## config.mk

```make
export PLATFORM = sky130hd
export DESIGN_NAME = l2_lookup_ctrl
export DESIGN_NICKNAME = d
export VERILOG_FILES = /design/src/rtl/l2_lookup_ctrl.sv
export SDC_FILE = /design/constraint.sdc
export NUM_CORES = 1
export LEC_CHECK = 0
export CORE_ASPECT_RATIO = 1.25
export CORE_MARGIN = 4
export CORE_UTILIZATION = 30
export DETAILED_ROUTE_END_ITERATION = 10
export PLACE_DENSITY = 0.69
export SYNTH_ARGS = -nofsm -noshare
export SYNTH_HDL_FRONTEND = slang
export SYNTH_SLANG_ARGS = --single-unit
export TNS_END_PERCENT = 5
```

## constraint.sdc

```tcl
create_clock -name clk -period 2.8 [get_ports clk]
set_clock_uncertainty 0.05 [all_clocks]
set_input_delay 0.28 -clock clk [delete_from_list [all_inputs] [get_ports clk]]
set_output_delay 0.28 -clock clk [all_outputs]
set_load 0.005 [all_outputs]
```

## src/rtl/l2_lookup_ctrl.sv

```systemverilog
// L2 set lookup sequencer: reads one set into the per-way buffers, compares the
// buffered tags/states against the request tag and returns hit/empty/victim ways.
module l2_lookup_ctrl #(
   parameter int                    L2_WAYS    = 8,
   parameter int                    WAY_BITS   = 3,
   parameter int                    TAG_BITS   = 20,
   parameter int                    SET_BITS   = 8,
   parameter int                    STATE_BITS = 3,
   parameter logic [STATE_BITS-1:0] INVALID    = '0
) (
   input  logic                                  clk,
   input  logic                                  rst,
   input  logic                                  req_valid,
   output logic                                  req_ready,
   input  logic [SET_BITS-1:0]                   req_set,
   input  logic [TAG_BITS-1:0]                   req_tag,
   output logic                                  rd_mem_en,
   output logic [SET_BITS-1:0]                   rd_set,
   input  logic [L2_WAYS-1:0][TAG_BITS-1:0]      tags_buf,
   input  logic [L2_WAYS-1:0][STATE_BITS-1:0]    states_buf,
   input  logic [WAY_BITS-1:0]                   evict_way_buf,
   output logic                                  resp_valid,
   input  logic                                  resp_ready,
   output logic                                  resp_hit,
   output logic [WAY_BITS-1:0]                   resp_hit_way,
   output logic                                  resp_empty,
   output logic [WAY_BITS-1:0]                   resp_empty_way,
   output logic [WAY_BITS-1:0]                   resp_way,
   output logic [STATE_BITS-1:0]                 resp_state
);

   typedef enum logic [1:0] {
      IDLE = 2'd0,
      READ = 2'd1,
      CMP  = 2'd2,
      RESP = 2'd3
   } state_t;

   state_t state_q, state_d;

   logic [SET_BITS-1:0] set_q;
   logic [TAG_BITS-1:0] tag_q;
   logic                accept;
   logic                capture;

   always_ff @(posedge clk or negedge rst) begin
      if (!rst) state_q <= IDLE;
      else      state_q <= state_d;
   end

   // NOTE: every output of this block gets a default first, so no path leaves one unassigned (no latch).
   always_comb begin
      state_d    = state_q;
      req_ready  = 1'b0;
      rd_mem_en  = 1'b0;
      resp_valid = 1'b0;
      accept     = 1'b0;
      capture    = 1'b0;
      unique case (state_q)
         IDLE: begin
            req_ready = 1'b1;
            if (req_valid) begin
               accept  = 1'b1;
               state_d = READ;
            end
         end
         READ: begin
            rd_mem_en = 1'b1;
            state_d   = CMP;
         end
         CMP: begin
            capture = 1'b1;
            state_d = RESP;
         end
         RESP: begin
            resp_valid = 1'b1;
            if (resp_ready) state_d = IDLE;
         end
         default: state_d = IDLE;
      endcase
   end

   assign rd_set = set_q;

   logic                  hit_c, empty_c;
   logic [WAY_BITS-1:0]   hit_way_c, empty_way_c, way_c;

   // NOTE: blocking '=' here models combinational priority; the first match found in ascending order sticks.
   always_comb begin
      hit_c       = 1'b0;
      hit_way_c   = '0;
      empty_c     = 1'b0;
      empty_way_c = '0;
      for (int i = 0; i < L2_WAYS; i++) begin
         if (!hit_c && states_buf[i] != INVALID && tags_buf[i] == tag_q) begin
            hit_c     = 1'b1;
            hit_way_c = WAY_BITS'(i);
         end
         if (!empty_c && states_buf[i] == INVALID) begin
            empty_c     = 1'b1;
            empty_way_c = WAY_BITS'(i);
         end
      end
      way_c = hit_c ? hit_way_c : (empty_c ? empty_way_c : evict_way_buf);
   end

   // NOTE: sequential state uses '<=' so every register samples pre-edge values.
   always_ff @(posedge clk or negedge rst) begin
      if (!rst) begin
         set_q          <= '0;
         tag_q          <= '0;
         resp_hit       <= 1'b0;
         resp_hit_way   <= '0;
         resp_empty     <= 1'b0;
         resp_empty_way <= '0;
         resp_way       <= '0;
         resp_state     <= '0;
      end else begin
         if (accept) begin
            set_q <= req_set;
            tag_q <= req_tag;
         end
         // Result fields only change in CMP, so they stay stable through the RESP stall.
         if (capture) begin
            resp_hit       <= hit_c;
            resp_hit_way   <= hit_way_c;
            resp_empty     <= empty_c;
            resp_empty_way <= empty_way_c;
            resp_way       <= way_c;
            resp_state     <= states_buf[way_c];
         end
      end
   end

endmodule

```

==> flow_summary.toml, run 1 <==
[global_routing]
antenna_found_initial = 0
grt_max_degree = 45
grt_pass1_vias = 5115
grt_overflow_total = 0
grt_usage_pct = 23.2
grt_pass1_wl_um = 28000

[worst_setup_path]
path_buf_inv = 3
worst_path_max_delay_cell = "dfrtp_2"
worstPathRequired_ns = 2.95
cp-end-kind = "register"
arrival_ns = 3.13
crit_type = "reg -> reg"
startpoint_type = "register"
crit_fanout = 6
slowest_delay_ns = 0.49
r2r_slack_ns = -0.18
cp_cell_sequence = "buf_4 -> xnor2_1 -> nand4_1 -> nor4_2 -> and4_1 -> nand3b_1 -> nand4bb_1 -> nand2b_4 -> buf_12 -> buf_16 -> mux2i_1 -> mux2_4 -> o221ai_2"
critical_path.top_delay_family = "simple AND/OR/NAND/NOR gates"

[route]
firstDrtPassIters = 4
initialDrtViolationCount = 123
drc = 0
vias = 4455
wirelength_um = 18600
wl_per_cell_um = 20.5
vias_per_cell = 4.93
route.antenna.remaining_nets = 0

[die]
core_sq_um = 13400
die_x_um = 113
die_h_um = 140
initial_utilization_pct = 31.0
fp.dieArea_sq_um = 15800
io_pins = 244
num_rows = 47

[clocking]
cts_buffer_depth = 2
insertion_delay_ns = 0.29
root_buffer = "clkbuf_16"
htreeDepth = 2
path_clk_slew_ns = 0.07
hold_buffers = 0
cts_tree = "built"
cts_inserted_buffers = 5
cts_num_sinks = 44

[placed_design]
pre_cts_ws_ns = -0.610
gp_congestion = 0.936
dp_hpwl_um = 16000
io_buffers = 243

[timing]
hold_violations = 0
rsz0062_at_grt = "true"
slew_viol_final = 0
setup_ws_ns = -0.178
period_share_pct = 106
worst_slew_pin_slew_ns = 1.04
max_slew_margin_pct = 30.7
timing.fmax_mhz = 336
fin_hold_ws_ns = 0.121
min_period_ns = 2.98
setup_viol = 3

[synthesis]
synth_top_area_share_pct = 26.5
syn_area_sq_um = 4150
syn_inst = 426
synth_nets = 649
synthDistinctLibCells = 46
ys_async_sr_fraction_pct = 100
seq_area_frac_synth_pct = 26.5
synthTopCellsByArea = "dfrtp_1, xor2_1, xnor2_1"
synth_top_area_cell = "dfrtp_1"
synth_flop_cell = "dfrtp_1"
ys_ff_latch = 44
yosysWarningCount = 0
synth_edf_count = 0
syn_avg_cell_area_sq_um = 9.75

[layout]
num_antenna_cells = 0
nNetsFinal = 955
layout_common_cells = "clkdlybuf4s50_1, xor2_1, buf_4"
final_common_cell = "clkdlybuf4s50_1"
drive_above_1_share_pct = 22.1
syn2layout_area_growth_pct = 84.6
utilization_pct = 57.2

[power]
power.leakage_nw = 3.06
power_mw = 6.01
power_density_nw_per_um2 = 784
ir_drop_mv = 0.419

[outcome]
violations = "setup timing"
outcome = "finished, violations left"

[hold_path]
hold_class = "in -> async"

[run]
cap_violations = 0
## registers in the layout, summed over array words and instances, names as in the netlist
signal          flops
rd_set              8
resp_empty_way      3
resp_hit_way        3
tag_q              20
resp_state          3
resp_way            3
resp_empty          1
resp_hit            1
state_q             2
## stage by stage
step / std cells / instance area, sq um / TNS, ns
after global placement: 886 / 7220 / -1.56
after CTS: 904 / 7640 / -0.429
after floorplan: 426 / 4150 / 0
final: 904 / 7670 / -0.477
after global routing: 904 / 7670 / -0.889
after detailed placement: 886 / 7220 / -2.10
## layer usage
| layer | up-vias | GRT usage (%) | routed length, um |
|---|---|---|---|
| met5 | - | 0 | 0 |
| met4 | 0 | 8.61 | 765 |
| met3 | 43 | 5.82 | 1390 |
| met2 | 224 | 43.9 | 9890 |
| met1 | 2094 | 24.3 | 6540 |
| li1 | 2094 | - | - |
## path summary, 6_finish.rpt
check / startpoint / to / cells past startpoint
worst max-delay path: tag_q[6] / resp_state[0] / 13
worst min-delay path: rst / rd_set[4] / 1
worst max register to register: tag_q[6] / resp_state[0] / 13
worst min register to register: rd_set[2] / rd_set[2] / 1
max in group asynchronous: rst / tag_q[15] / 1
min in group clk: rd_set[2] / rd_set[2] / 1
## synthesized netlist by cell type (2+ instances only)
master	instances
nor2_1	11
xnor2_1	64
clkbuf_1	5
buf_4	6
nor3_1	13
o21ai_0	4
nand4_1	20
o21ai_1	4
a211oi_1	2
buf_2	7
nand3_1	5
a21oi_1	6
o221ai_1	4
nand2b_1	5
dfrtp_1	44
buf_6	8
ha_1	4
or3_1	3
xor2_1	96
mux2_2	38
mux2i_1	13
inv_1	10
nor4_1	22
nand2_1	7
nor4_2	3
and2_1	2
## repair_timing
action,4_1_cts,5_1_grt
setup buffers,9,0
setup endpoints to repair,4,5
pin swaps,11,2
resized for setup,33,6
cloned,1,0
## power breakdown
group          switching (mW)  total [mW]  internal [mW]
clock                   0.260       0.684          0.424
combinational            1.67        3.97           2.30
sequential              0.407        1.36          0.955
total                    2.33        6.01           3.68
## final cells by class
class / instances / area, sq um
fillers: 1193 / 5740
repair buffers: 326 / 3200
multi-input cells: 345 / 2930
flip-flops and latches: 44 / 1110
well taps: 171 / 214
clock buffers: 5 / 125
clock inverters: 3 / 46.3
inverters: 10 / 37.5
## cells by family after synthesis
group | count (synthesis) | share of synthesized area, %
adder cells (fa/ha/maj) | 4 | 1.20
AND/OR/NAND/NOR | 100 | 14.2
XOR/XNOR | 160 | 33.7
buffers and inverters | 37 | 5.93
AO/OA/AOI/OAI | 30 | 4.97
multiplexers | 51 | 13.4
flip-flops | 44 | 26.5
No activity file was read; power rests on OpenSTA's default activity.
==> run 2, diff against run 1 <==
--- a/config.mk
+++ b/config.mk
@@ -6,7 +6,7 @@
 export NUM_CORES = 1
 export LEC_CHECK = 0
 export CORE_ASPECT_RATIO = 1.25
-export CORE_MARGIN = 4
+export CORE_MARGIN = 2
 export CORE_UTILIZATION = 30
 export DETAILED_ROUTE_END_ITERATION = 10
 export PLACE_DENSITY = 0.69
==> flow_summary.toml, run 2 (synthesis results as in run 1) <==
[die]
fp.dieArea_sq_um = 14800
initial_utilization_pct = 30.3
io_pins = 244
die_x_um = 109
core_sq_um = 13700
die_h_um = 136
num_rows = 48

[clocking]
cts_buffer_depth = 2
cts_num_sinks = 44
cts_inserted_buffers = 5
htreeDepth = 2
root_buffer = "clkbuf_16"
cts_tree = "built"
path_clk_slew_ns = 0.07
insertion_delay_ns = 0.29

[layout]
largest_register_ffs = 20
fin_cells = 924
drive_above_1_share_pct = 24.6
largest-register = "tag_q"
syn2layout_area_growth_pct = 87.3
num_antenna_cells = 0
nNetsFinal = 971
final_common_cell = "clkdlybuf4s50_1"
utilization_pct = 56.8
num-fill-cells = 1220
layout_common_cells = "clkdlybuf4s50_1, xor2_1, buf_4"

[timing]
setup_ws_ns = -0.170
timing.fmax_mhz = 337
rsz0062_at_grt = "true"
finalSetupTns_ns = -0.488
worst_slew_pin_slew_ns = 1.01
max_slew_margin_pct = 32.8
setup_viol = 3
hold_violations = 0
slew_viol_final = 0
min_period_ns = 2.97
period_share_pct = 106

[route]
wl_met2_um = 9810
route.antenna.remaining_nets = 0
route.met3.wl_um = 1330
top_layer = "met4"
vias = 4525
wirelength_um = 18400
wl_per_cell_um = 19.9
met1_length_um = 6710
vias_per_cell = 4.90
firstDrtPassIters = 4
initialDrtViolationCount = 157
drc = 0

[worst_setup_path]
reg2reg_from = "tag_q[16]"
cp_cell_sequence = "buf_12 -> xor2_1 -> nor4_1 -> nand4_1 -> or2_2 -> nand3b_1 -> nand4bb_4 -> nand2b_4 -> buf_12 -> mux2i_1 -> mux2_4 -> o221ai_2"
crit_top_cell = "buf_12"
critical_path.top_delay_family = "simple AND/OR/NAND/NOR gates"
startpoint_type = "register"
worstRegToRegCells = 12
r2r_slack_ns = -0.17
cp-end-kind = "register"
worst_path_max_delay_cell = "dfrtp_2"
r2r_end = "resp_state[1]"
crit_type = "reg -> reg"
arrival_ns = 3.11
path_buf_inv = 2
worstPathRequired_ns = 2.94
crit_fanout = 7
slowest_delay_ns = 0.47

[placed_design]
gp_congestion = 0.945
pre_cts_ws_ns = -0.465
dp_hpwl_um = 15300
io_buffers = 243
place_inst = 902

[global_routing]
grt_overflow_total = 0
grt_pass1_wl_um = 27300
grt_max_degree = 45
antenna_found_initial = 0
grt_pass1_vias = 5042
grt_usage_pct = 24.7

[outcome]
violations = "setup timing"
outcome = "finished, violations left"

[power]
ir_drop_mv = 0.348
power_density_nw_per_um2 = 782
power_mw = 6.08
power.leakage_nw = 3.14

[hold_path]
hold_class = "in -> async"

[run]
cap_violations = 0
==> run 2: cell count changes in the layout (fill, tap and decap cells not counted), moves of 2 or more <==
cell     before  now
nor4_1       15   13
buf_12        9    5
buf_4        70   91
dfrtp_2      11   14
nor4_4        2    4
dfrtp_1      33   30
==> run 2: metrics by stage <==
step | hold slack, ns | cell area (sq um)
after floorplan | -0.0656 | 4150
after global placement | 0.430 | 7270
after detailed placement | 0.430 | 7270
after CTS | 0.154 | 7720
after global routing | 0.203 | 7780
final | 0.113 | 7780
==> run 2: how the worst max path moves through the flow <==
stage,start,end,slack (ns),depth (start not counted)
after global placement,tag_q[0],resp_state[1],-0.45,12
after detailed placement,tag_q[0],resp_state[1],-0.46,12
after global routing,tag_q[10],resp_state[1],-0.29,14
after floorplan,tag_q[12],resp_state[0],0.1,13
final,tag_q[16],resp_state[1],-0.17,12
after CTS,tag_q[2],resp_state[0],-0.13,12
==> run 2: report_power, final <==
part	internal, mW	leakage [nW]	switching, mW
clock network	0.448	0.0871	0.265
registers	0.958	0.515	0.451
logic	2.31	2.54	1.65
total	3.72	3.14	2.37
==> run 2: layout make-up <==
class	instances	area, sq um	share of cell area, %
multi-input combinational	345	2970	38.2
inverter	10	37.5	0.482
clock buffer	6	139	1.78
timing repair buffer	342	3260	41.9
clock inverter	2	38.8	0.498
tap	175	219	2.81
sequential	44	1120	14.4
==> run 2: layer usage <==
| layer | global-route usage [%] | vias up |
|---|---|---|
| li1 | - | 2126 |
| met1 | 26.5 | 2166 |
| met2 | 47.2 | 198 |
| met3 | 5.53 | 35 |
| met4 | 7.38 | 0 |
| met5 | 0 | - |
==> run 2: repair_timing <==
action / 4_1_cts / 5_1_grt
pin swaps: 14 / 4
endpoints found under the setup margin: 5 / 6
hold buffers: 0 / 0
gates resized for setup: 33 / 11
gates cloned: 1 / 0
setup buffers: 13 / 0
==> run 3, diff against run 2 <==
==> constraint.sdc (replaced) <==
create_clock -name clk -period 2.8 [get_ports clk]
set_clock_uncertainty 0.05 [all_clocks]
set_input_delay 0.56 -clock clk [delete_from_list [all_inputs] [get_ports clk]]
set_output_delay 0.56 -clock clk [all_outputs]
set_load 0.005 [all_outputs]
==> flow_summary.toml, run 3 (synthesis results as in run 1) <==
[outcome]
outcome = "finished, violations left"
violations = "setup timing"

[power]
power.leakage_nw = 3.61
combPwrFrac_pct = 68.4
ir_drop_mv = 0.393
p_sw_share_pct = 39.8
power_mw = 6.18
seq_power_share_pct = 22.3
switching_power_mw = 2.46
power_density_nw_per_um2 = 762
p_clk_share_pct = 9.3
intPower_mw = 3.72

[global_routing]
grt_pass1_vias = 4954
grt_pass1_wl_um = 27100
antenna_found_initial = 0
grt_max_degree = 45
grt_overflow_total = 0
grt_usage_pct = 24.8

[worst_setup_path]
r2r_slack_ns = -0.21
worstPathRequired_ns = 2.95
crit_start = "tags_buf[92]"
reg2reg_from = "tag_q[17]"
path_buf_inv = 2
startpoint_type = "input pin"
cp_cell_sequence = "clkdlybuf4s50_1 -> xor2_1 -> or4_1 -> nor3_4 -> nand2_1 -> nand3b_1 -> nand4bb_4 -> nand2b_4 -> buf_12 -> mux2i_4 -> mux2_4 -> o221ai_2"
crit_type = "in -> reg"
critical_path.top_delay_family = "simple AND/OR/NAND/NOR gates"
crit_fanout = 7
arrival_ns = 3.20
slowest_delay_ns = 0.57
worst_path_max_delay_cell = "or4_1"
cp-end-kind = "register"

[route]
drc = 0
vias = 4583
initialDrtViolationCount = 146
vias_per_cell = 4.89
wl_per_cell_um = 20.1
wirelength_um = 18900
firstDrtPassIters = 4
route.antenna.remaining_nets = 0

[run]
cap_violations = 0

[die]
num_rows = 48
initial_utilization_pct = 30.3
die_h_um = 136
die_x_um = 109
fp.dieArea_sq_um = 14800
io_pins = 244
core_sq_um = 13700

[timing]
hold_violations = 0
rsz0062_at_grt = "true"
slew_viol_final = 0
min_period_ns = 3.05
timing.fmax_mhz = 328
setup_viol = 3
setup_ws_ns = -0.251
period_share_pct = 109
worst_slew_pin_slew_ns = 0.789
max_slew_margin_pct = 47.4

[clocking]
cts_num_sinks = 44
cts_inserted_buffers = 5
hold_buffers = 0
cts_tree = "built"
cts_buffer_depth = 2
htreeDepth = 2
path_clk_slew_ns = 0.07
root_buffer = "clkbuf_16"
insertion_delay_ns = 0.29

[layout]
drive_above_1_share_pct = 28.0
nNetsFinal = 985
final_common_cell = "clkdlybuf4s50_1"
largest-register = "tag_q"
syn2layout_area_growth_pct = 95.2
largest_register_ffs = 20
utilization_pct = 59.2
layout_common_cells = "clkdlybuf4s50_1, buf_4, xor2_1"
fin_cells = 937
num_antenna_cells = 0

[placed_design]
dp_hpwl_um = 15400
gp_congestion = 0.885
io_buffers = 243
place_inst = 911

[hold_path]
hold_class = "in -> async"
## run 3: changes by cell type in the layout (fill, tap and decap cells not counted), sizes merged
cell and change:
buf +14, clkinvlp +1, clkdlybuf4s50 -46, dlygate4sd2 +10, dlymetal6s2s +36, clkbuf -1
bufinv -1
## run 3: power groups by stage
stage               Combinational [mW]  Clock, mW  Sequential [mW]
global route                      4.51      0.618             1.41
finish                            4.23      0.573             1.38
CTS                               3.94      0.588             1.40
detailed placement                3.71          0             1.42
floorplan                         2.24          0             1.07
global placement                  3.63          0             1.43
## run 3: what timing repair did
action / CTS / global route
cloned: 1 / 0
resized for setup: 42 / 79
buffers inserted: 8 / 10
setup endpoints to repair: 8 / 8
pin swaps: 17 / 40
## run 3: final cells by class
class,count,area (sq um)
Fill cell,1191,5590
Timing Repair Buffer,356,3470
Multi-Input combinational cell,345,3130
Sequential cell,44,1110
Tap cell,175,219
Clock buffer,5,125
Inverter,10,37.5
Clock inverter,2,12.5
## run 3: path summary, 6_finish.rpt
check,end,depth (start not counted)
worst max-delay path,resp_state[0],12
worst min-delay path,resp_state[1],2
worst max register to register,resp_state[0],13
worst min register to register,resp_empty_way[0],1
max in group asynchronous,tag_q[6],2
min in group clk,resp_empty_way[0],1
## run 3: metal layers
layer	up-vias	share of wire, %	track usage (%)
met5	-	0	0
met4	0	3.4	7.52
met3	43	5.9	5.00
met2	200	54	47.4
met1	2185	37	26.9
li1	2155	-	-
## run 3: metrics by stage
stage | hold WS, ns | setup WS [ns] | area [sq um] | setup TNS [ns]
2_1_floorplan | 0.214 | 0.0511 | 4150 | 0
3_3_place_gp | 0.428 | -0.618 | 7350 | -4.01
3_5_place_dp | 0.435 | -0.705 | 7350 | -4.09
4_1_cts | 0.336 | -0.201 | 7690 | -0.586
5_1_grt | 0.364 | -0.332 | 8110 | -1.02
6_report | 0.320 | -0.251 | 8110 | -0.676
